## config.mk

```make
export PLATFORM = sky130hd
export DESIGN_NAME = lm_sm_sequencer_flat
export DESIGN_NICKNAME = d
export VERILOG_FILES = /design/src/rtl/lm_sm_sequencer_if.sv /design/src/rtl/lm_sm_sequencer.sv /design/src/flat_wrapper.sv
export SDC_FILE = /design/constraint.sdc
export NUM_CORES = 1
export LEC_CHECK = 0
export ABC_AREA = 1
export CORE_MARGIN = 1
export CORE_UTILIZATION = 43
export CTS_BUF_LIST = sky130_fd_sc_hd__clkbuf_2 sky130_fd_sc_hd__clkbuf_4 sky130_fd_sc_hd__clkbuf_8
export DETAILED_ROUTE_END_ITERATION = 12
export GPL_ROUTABILITY_DRIVEN = 1
export HOLD_SLACK_MARGIN = 0.15
export PLACE_DENSITY = 0.76
export SYNTH_ARGS = -nofsm -noshare
export SYNTH_HDL_FRONTEND = slang
export SYNTH_SLANG_ARGS = --single-unit
```

## constraint.sdc

```tcl
create_clock -name clk -period 7.7 [get_ports clk]
set_clock_uncertainty 0.1 [all_clocks]
set_input_delay 2.31 -clock clk [delete_from_list [all_inputs] [get_ports clk]]
set_output_delay 2.31 -clock clk [all_outputs]
set_load 0.005 [all_outputs]
```

## src/rtl/lm_sm_sequencer_if.sv

```systemverilog
`default_nettype none
// ============================================================================
//  Module      : lm_sm_sequencer_if
//  Description : Bundle between the decode stage and the LM/SM sequencer.
//                The master side presents the fetched IR and the pipeline
//                hold/flush controls. The slave side (the sequencer) returns
//                the micro-op controls for the second pipeline register.
//  Revision    : 1.0 - initial release
// ============================================================================
interface lm_sm_sequencer_if;
    logic [15:0] ir_in;
    logic        hold;
    logic        flush;
    logic        stall_fetch;
    logic        modify_ir;
    logic [2:0]  uop_ra;
    logic        first_multiple;
    logic [2:0]  uop_offset;
    logic [2:0]  base_ra;
    logic        last_uop;
    logic        nop_out;

    // Pipeline / decode side
    modport master (
        output ir_in, hold, flush,
        input  stall_fetch, modify_ir, uop_ra, first_multiple,
               uop_offset, base_ra, last_uop, nop_out
    );

    // Sequencer side
    modport slave (
        input  ir_in, hold, flush,
        output stall_fetch, modify_ir, uop_ra, first_multiple,
               uop_offset, base_ra, last_uop, nop_out
    );
endinterface
`default_nettype wire

```

## src/rtl/lm_sm_sequencer.sv

```systemverilog
`default_nettype none
// ============================================================================
//  Module      : lm_sm_sequencer
//  Description : Decode-stage micro-op sequencer for LM/SM. Expands one
//                load/store-multiple instruction into one micro-op per
//                selected register (lowest index first), stalling fetch
//                until the final micro-op. Other opcodes pass through.
//  Revision    : 1.0 - initial release
// ============================================================================
module lm_sm_sequencer (
    input  wire logic         clk,
    input  wire logic         reset,     // asynchronous, active-low
    lm_sm_sequencer_if.slave  bus
);

    localparam logic [3:0] c_OP_LM = 4'b0110;
    localparam logic [3:0] c_OP_SM = 4'b0111;

    typedef enum logic [0:0] {
        ST_IDLE   = 1'b0,
        ST_ACTIVE = 1'b1
    } state_t;

    state_t     state_q, state_d;
    logic [7:0] mask_q,  mask_d;     // registers still to be issued
    logic [2:0] count_q, count_d;    // micro-ops already emitted
    logic [2:0] base_q,  base_d;     // base register of the sequence

    logic       w_multi;
    logic [7:0] w_list;
    logic [7:0] w_src;               // pending set for the current micro-op
    logic [7:0] w_low;               // one-hot lowest pending bit
    logic [7:0] w_rest;              // pending set after this micro-op
    logic       w_one;               // exactly one register left
    logic [2:0] w_idx;               // index of the lowest pending bit
    logic       w_active;

    // Lowest-set-bit index; scanning downward lets the lowest hit win.
    function automatic logic [2:0] f_low_index(input logic [7:0] v);
        logic [2:0] idx;
        idx = 3'd0;
        for (int i = 7; i >= 0; i--) begin
            if (v[i]) begin
                idx = 3'(i);
            end
        end
        return idx;
    endfunction

    // Shared decode of the pending register set for this cycle
    always_comb begin
        w_active = (state_q == ST_ACTIVE);
        w_multi  = (bus.ir_in[15:12] == c_OP_LM) || (bus.ir_in[15:12] == c_OP_SM);
        w_list   = bus.ir_in[7:0];
        w_src    = w_active ? mask_q : w_list;
        w_low    = w_src & (~w_src + 8'd1);
        w_rest   = w_src & ~w_low;
        w_one    = (w_src != 8'd0) && (w_rest == 8'd0);
        w_idx    = f_low_index(w_src);
    end

    // Micro-op controls; zero-latency, gated off by reset and flush
    always_comb begin
        bus.stall_fetch    = 1'b0;
        bus.modify_ir      = 1'b0;
        bus.uop_ra         = 3'd0;
        bus.first_multiple = 1'b0;
        bus.uop_offset     = 3'd0;
        bus.base_ra        = 3'd0;
        bus.last_uop       = 1'b0;
        bus.nop_out        = 1'b0;
        if (reset && !bus.flush) begin
            if (w_active) begin
                // Continuing sequence: IR is held by stall_fetch, use latched state
                bus.base_ra = base_q;
                if (mask_q != 8'd0) begin
                    bus.modify_ir   = 1'b1;
                    bus.uop_ra      = w_idx;
                    bus.uop_offset  = count_q;
                    bus.last_uop    = w_one;
                    bus.stall_fetch = !w_one;
                end
            end else begin
                bus.base_ra = bus.ir_in[11:9];
                if (w_multi) begin
                    if (w_list != 8'd0) begin
                        bus.modify_ir      = 1'b1;
                        bus.uop_ra         = w_idx;
                        bus.first_multiple = 1'b1;
                        bus.last_uop       = w_one;
                        bus.stall_fetch    = !w_one;
                    end else begin
                        // Empty register list: squash into a bubble
                        bus.nop_out = 1'b1;
                    end
                end
            end
        end
    end

    // Next-state: flush beats hold, hold freezes, otherwise advance
    always_comb begin
        state_d = state_q;
        mask_d  = mask_q;
        count_d = count_q;
        base_d  = base_q;
        if (bus.flush) begin
            state_d = ST_IDLE;
            mask_d  = 8'd0;
            count_d = 3'd0;
        end else if (!bus.hold) begin
            if (w_active) begin
                count_d = count_q + 3'd1;
                if (w_one || (mask_q == 8'd0)) begin
                    state_d = ST_IDLE;
                    mask_d  = 8'd0;
                end else begin
                    mask_d  = w_rest;
                end
            end else if (w_multi && (w_list != 8'd0) && !w_one) begin
                // First of a multi-register sequence: latch what remains
                state_d = ST_ACTIVE;
                mask_d  = w_rest;
                count_d = 3'd1;
                base_d  = bus.ir_in[11:9];
            end
        end
    end

    // Sequencer state registers with asynchronous clear
    always_ff @(posedge clk or negedge reset) begin
        if (!reset) begin
            state_q <= ST_IDLE;
            mask_q  <= 8'd0;
            count_q <= 3'd0;
            base_q  <= 3'd0;
        end else begin
            state_q <= state_d;
            mask_q  <= mask_d;
            count_q <= count_d;
            base_q  <= base_d;
        end
    end

endmodule
`default_nettype wire

```

## src/flat_wrapper.sv

```systemverilog
// flat-port wrapper written by rule: the top's interface ports become plain ports
module lm_sm_sequencer_flat 
  (clk, reset, bus_ir_in, bus_hold, bus_flush, bus_stall_fetch, bus_modify_ir, bus_uop_ra, bus_first_multiple, bus_uop_offset, bus_base_ra, bus_last_uop, bus_nop_out);
  lm_sm_sequencer_if bus_i ();
  input  wire logic clk;
  input  wire logic reset;
  input wire logic [$bits(bus_i.ir_in)-1:0] bus_ir_in;
  input wire logic [$bits(bus_i.hold)-1:0] bus_hold;
  input wire logic [$bits(bus_i.flush)-1:0] bus_flush;
  output wire logic [$bits(bus_i.stall_fetch)-1:0] bus_stall_fetch;
  output wire logic [$bits(bus_i.modify_ir)-1:0] bus_modify_ir;
  output wire logic [$bits(bus_i.uop_ra)-1:0] bus_uop_ra;
  output wire logic [$bits(bus_i.first_multiple)-1:0] bus_first_multiple;
  output wire logic [$bits(bus_i.uop_offset)-1:0] bus_uop_offset;
  output wire logic [$bits(bus_i.base_ra)-1:0] bus_base_ra;
  output wire logic [$bits(bus_i.last_uop)-1:0] bus_last_uop;
  output wire logic [$bits(bus_i.nop_out)-1:0] bus_nop_out;
  assign bus_i.ir_in = bus_ir_in;
  assign bus_i.hold = bus_hold;
  assign bus_i.flush = bus_flush;
  assign bus_stall_fetch = bus_i.stall_fetch;
  assign bus_modify_ir = bus_i.modify_ir;
  assign bus_uop_ra = bus_i.uop_ra;
  assign bus_first_multiple = bus_i.first_multiple;
  assign bus_uop_offset = bus_i.uop_offset;
  assign bus_base_ra = bus_i.base_ra;
  assign bus_last_uop = bus_i.last_uop;
  assign bus_nop_out = bus_i.nop_out;
  lm_sm_sequencer u_core (.clk(clk), .reset(reset), .bus(bus_i));
endmodule
```

==> metrics.md <==
| Metric | Value |
|---|---|
| Storage element area | 350.3 um^2 |
| First-pass GRT wire length | 4905 um |
| Gr ovfl total | 0 |
| Die Area | 0.002909 mm^2 |
| Pins Over Slew Limit | 0 |
| # fillers | 257 |
| Multi-input gate area | 673.1 um^2 |
| Worst-path clk slew | 90 ps |
| Post-route DRC | 0 |
| Worst slew pin tran | 662.6 ps |
| Cell Count, Final, Fillers Out | 254 |
| Core area | 0.002522 mm^2 |
| Most frequent cells in the layout | 74 x nand2_1, 31 x clkdlybuf4s50_1, 28 x inv_1 |
| Tmin final | 6974 ps |
| Overall routing resource usage | 0.2369 |
| Initial DRC Count | 42 |
| Status | finished, final reports clean |
| Worst-skew pair later-pin latency | 290 ps |
| Internal Pwr Total | 130.2 uW |
| # nets final | 246 |
| Cts bufs inserted | 3 |
| Arrival time worst endpoint | 4560 ps |
| Initial antenna violation count | 0 |
| Number of global-route vias before repair | 1126 |
| Commonest non-fill, non-tap cell in the layout | nand2_1 |
| Worst Path Max Fanout | 10 |
| DR vias | 1288 |
| Power Density | 126.4 mW/mm^2 |
| Setup repair after global routing missed its margin | false |
| Post-Syn Area | 0.001160 mm^2 |
| Crit end category | output pin |
| Maximum Capacitance Violations | 0 |
| Comb pwr share | 0.278 |
| Vias per cell | 5.071 |
| Syn_nets | 212 |
| Clock sinks | 14 |
| Peak supply drop | 0.1203 mV |
| Switching power | 62.45 uW |
| Post-CTS setup buffers | 0 |
| Cts hold-fix bufs | 0 |
| Data required, critical path | 5290 ps |
| Unique masters post-synth | 21 |
| Area grow syn2layout | 31.39% |
| Rel. slew slack | 0.5566 |
| # port buffers | 31 |
| Worst Slack Setup Final | 726.3 ps |
| ANT nets after route | 0 |
| Die extent in x | 53.94 um |
| Post-DR wirelength/cell | 12.35 um |
| Worst setup path class | input pin to output pin |
| I/O pin cnt | 34 |
| Endpoints failing setup | 0 |
| H-tree Lvls | 1 |
| Diodes inserted | 0 |
| Routed WL | 3136 um |
| Avg Inst Size Synth | 6.073 um^2 |
| CTS resizes | 0 |
| Initial Utilization | 0.4598 |
| Final hold slack | 403.6 ps |
| Root buf cell | clkbuf_4 |
| Hold Fails Final Rpt | 0 |
| Detailed placement HPWL | 2435 um |
| Sequential cell area fraction in the yosys report | 0.3020 |
| YS warnings | 0 |
| Maximum clock rate | 143.4 MHz |
| Cells after Synth | 191 |
| CTS max path bufs | 2 |
| Final Cycle Share | 0.9057 |
| Largest net degree at the start of global routing | 21 |
| Routability Congestion | 0.9023 |
| Layout cell share with drive strength beyond 1 | 0.07143 |
| TritonCTS clock tree | yes |
| Seq pwr share | 0.435 |
| Drt first pass iters | 4 |
| FP Rows | 18 |
| Placed insts | 250 |
| Placement Setup Slack | 783.0 ps |
| Die Ht | 53.94 um |
| Flops & latches, synth | 14 |
| Switching share of power | 0.3242 |
| Hold Crit Class | flop to flop |
| Final setup TNS | 0 ps |
| Leakage power | 0.7599 nW |
| Clk pwr share | 0.287 |
| CP Launch Type | input pin |
==> registers in the layout, summed over array words and instances (netlist names) <==
register,count
u_core.state_q,1
u_core.count_q,3
u_core.base_q,3
u_core.mask_q,7
==> power groups by stage <==
stage / registers (mW) / clock network, mW / logic (mW)
2_1_floorplan: 0.0832 / 0 / 0.0337
3_3_place_gp: 0.0847 / 0 / 0.0524
3_5_place_dp: 0.0850 / 0 / 0.0531
4_1_cts: 0.0837 / 0.0568 / 0.0534
5_1_grt: 0.0847 / 0.0597 / 0.0598
6_report: 0.0838 / 0.0553 / 0.0536
==> layer usage <==
layer,track usage,routed length (um),vias to the layer above,share of wire
met3,0.03107,162,4,0.052
met4,0.09649,21,0,0.0067
met5,0,0,-,0
met2,0.3601,1447,37,0.46
met1,0.3339,1506,581,0.48
li1,-,-,666,-
==> worst paths after layout <==
check                                              from                            to  slack (ps)  depth (start not counted)
max reg2reg                  u_core.state_q$_DFFE_PN0P_    u_core.state_q$_DFFE_PN0P_        5010                         13
min in group asynchronous                         reset  u_core.mask_q[6]$_DFFE_PN0P_        2300                          2
min                        u_core.base_q[0]$_DFFE_PN0P_  u_core.base_q[0]$_DFFE_PN0P_         400                          2
max in group asynchronous                         reset  u_core.base_q[2]$_DFFE_PN0P_        5040                          2
max                                        bus_ir_in[5]               bus_stall_fetch         730                         14
min reg2reg                u_core.base_q[0]$_DFFE_PN0P_  u_core.base_q[0]$_DFFE_PN0P_         400                          2
==> metrics by stage <==
step	power (mW)	util	area [um^2]
after floorplan	0.1170	-	1160
after global placement	0.1371	0.5898	1488
after detailed placement	0.1382	0.5898	1488
after CTS	0.1938	0.6042	1524
after global routing	0.2042	0.6042	1524
final	0.1926	0.6042	1524
==> worst max-delay path, stage by stage <==
cell             delay [ps]
clkdlybuf4s50_1         460
inv_1                    70
o21ai_1                 270
nor2_1                  100
nand3_1                 120
nand2_1                  60
nand2_1                  80
nor2_2                   50
nand2_2                 110
nand2_4                  70
nand2_2                 170
nand2_1                  80
nor2_1                   90
clkdlybuf4s50_1         510
==> cell families after synthesis <==
group | after synthesis | synth area share
buffers and inverters | 32 | 0.1176
AND/OR/NAND/NOR | 126 | 0.4887
adder cells (fa/ha/maj) | 1 | 0.01079
XOR/XNOR | 1 | 0.007553
AO/OA/AOI/OAI | 17 | 0.07335
flip-flops | 14 | 0.3021
==> cell type report <==
class / count / share of cell area
multi-input cells: 145 / 0.4417
inverters: 29 / 0.07143
well taps: 30 / 0.02463
clock buffers: 4 / 0.02381
repair buffers: 32 / 0.2085
flip-flops and latches: 14 / 0.2299
==> cell usage after synthesis <==
master	number	area (um^2)
nor3_2	1	10.01
o21ai_1	7	35.03
buf_2	1	5.000
ha_1	1	12.51
inv_1	28	105.1
nand2_4	2	22.52
nand4_1	9	56.30
nor2_2	4	25.02
inv_2	1	3.750
buf_6	2	22.52
dfrtp_1	14	350.3
xnor2_1	1	8.760
a21oi_1	6	30.03
nand3_1	11	55.05
nand2_1	74	277.8
nor3_1	4	20.02
nand3_4	1	17.52
o21ai_0	4	20.02
nor2_1	17	63.81
nand2_2	2	12.51
nor4_1	1	6.260
Note: power is estimated with default switching activity, not from simulation.
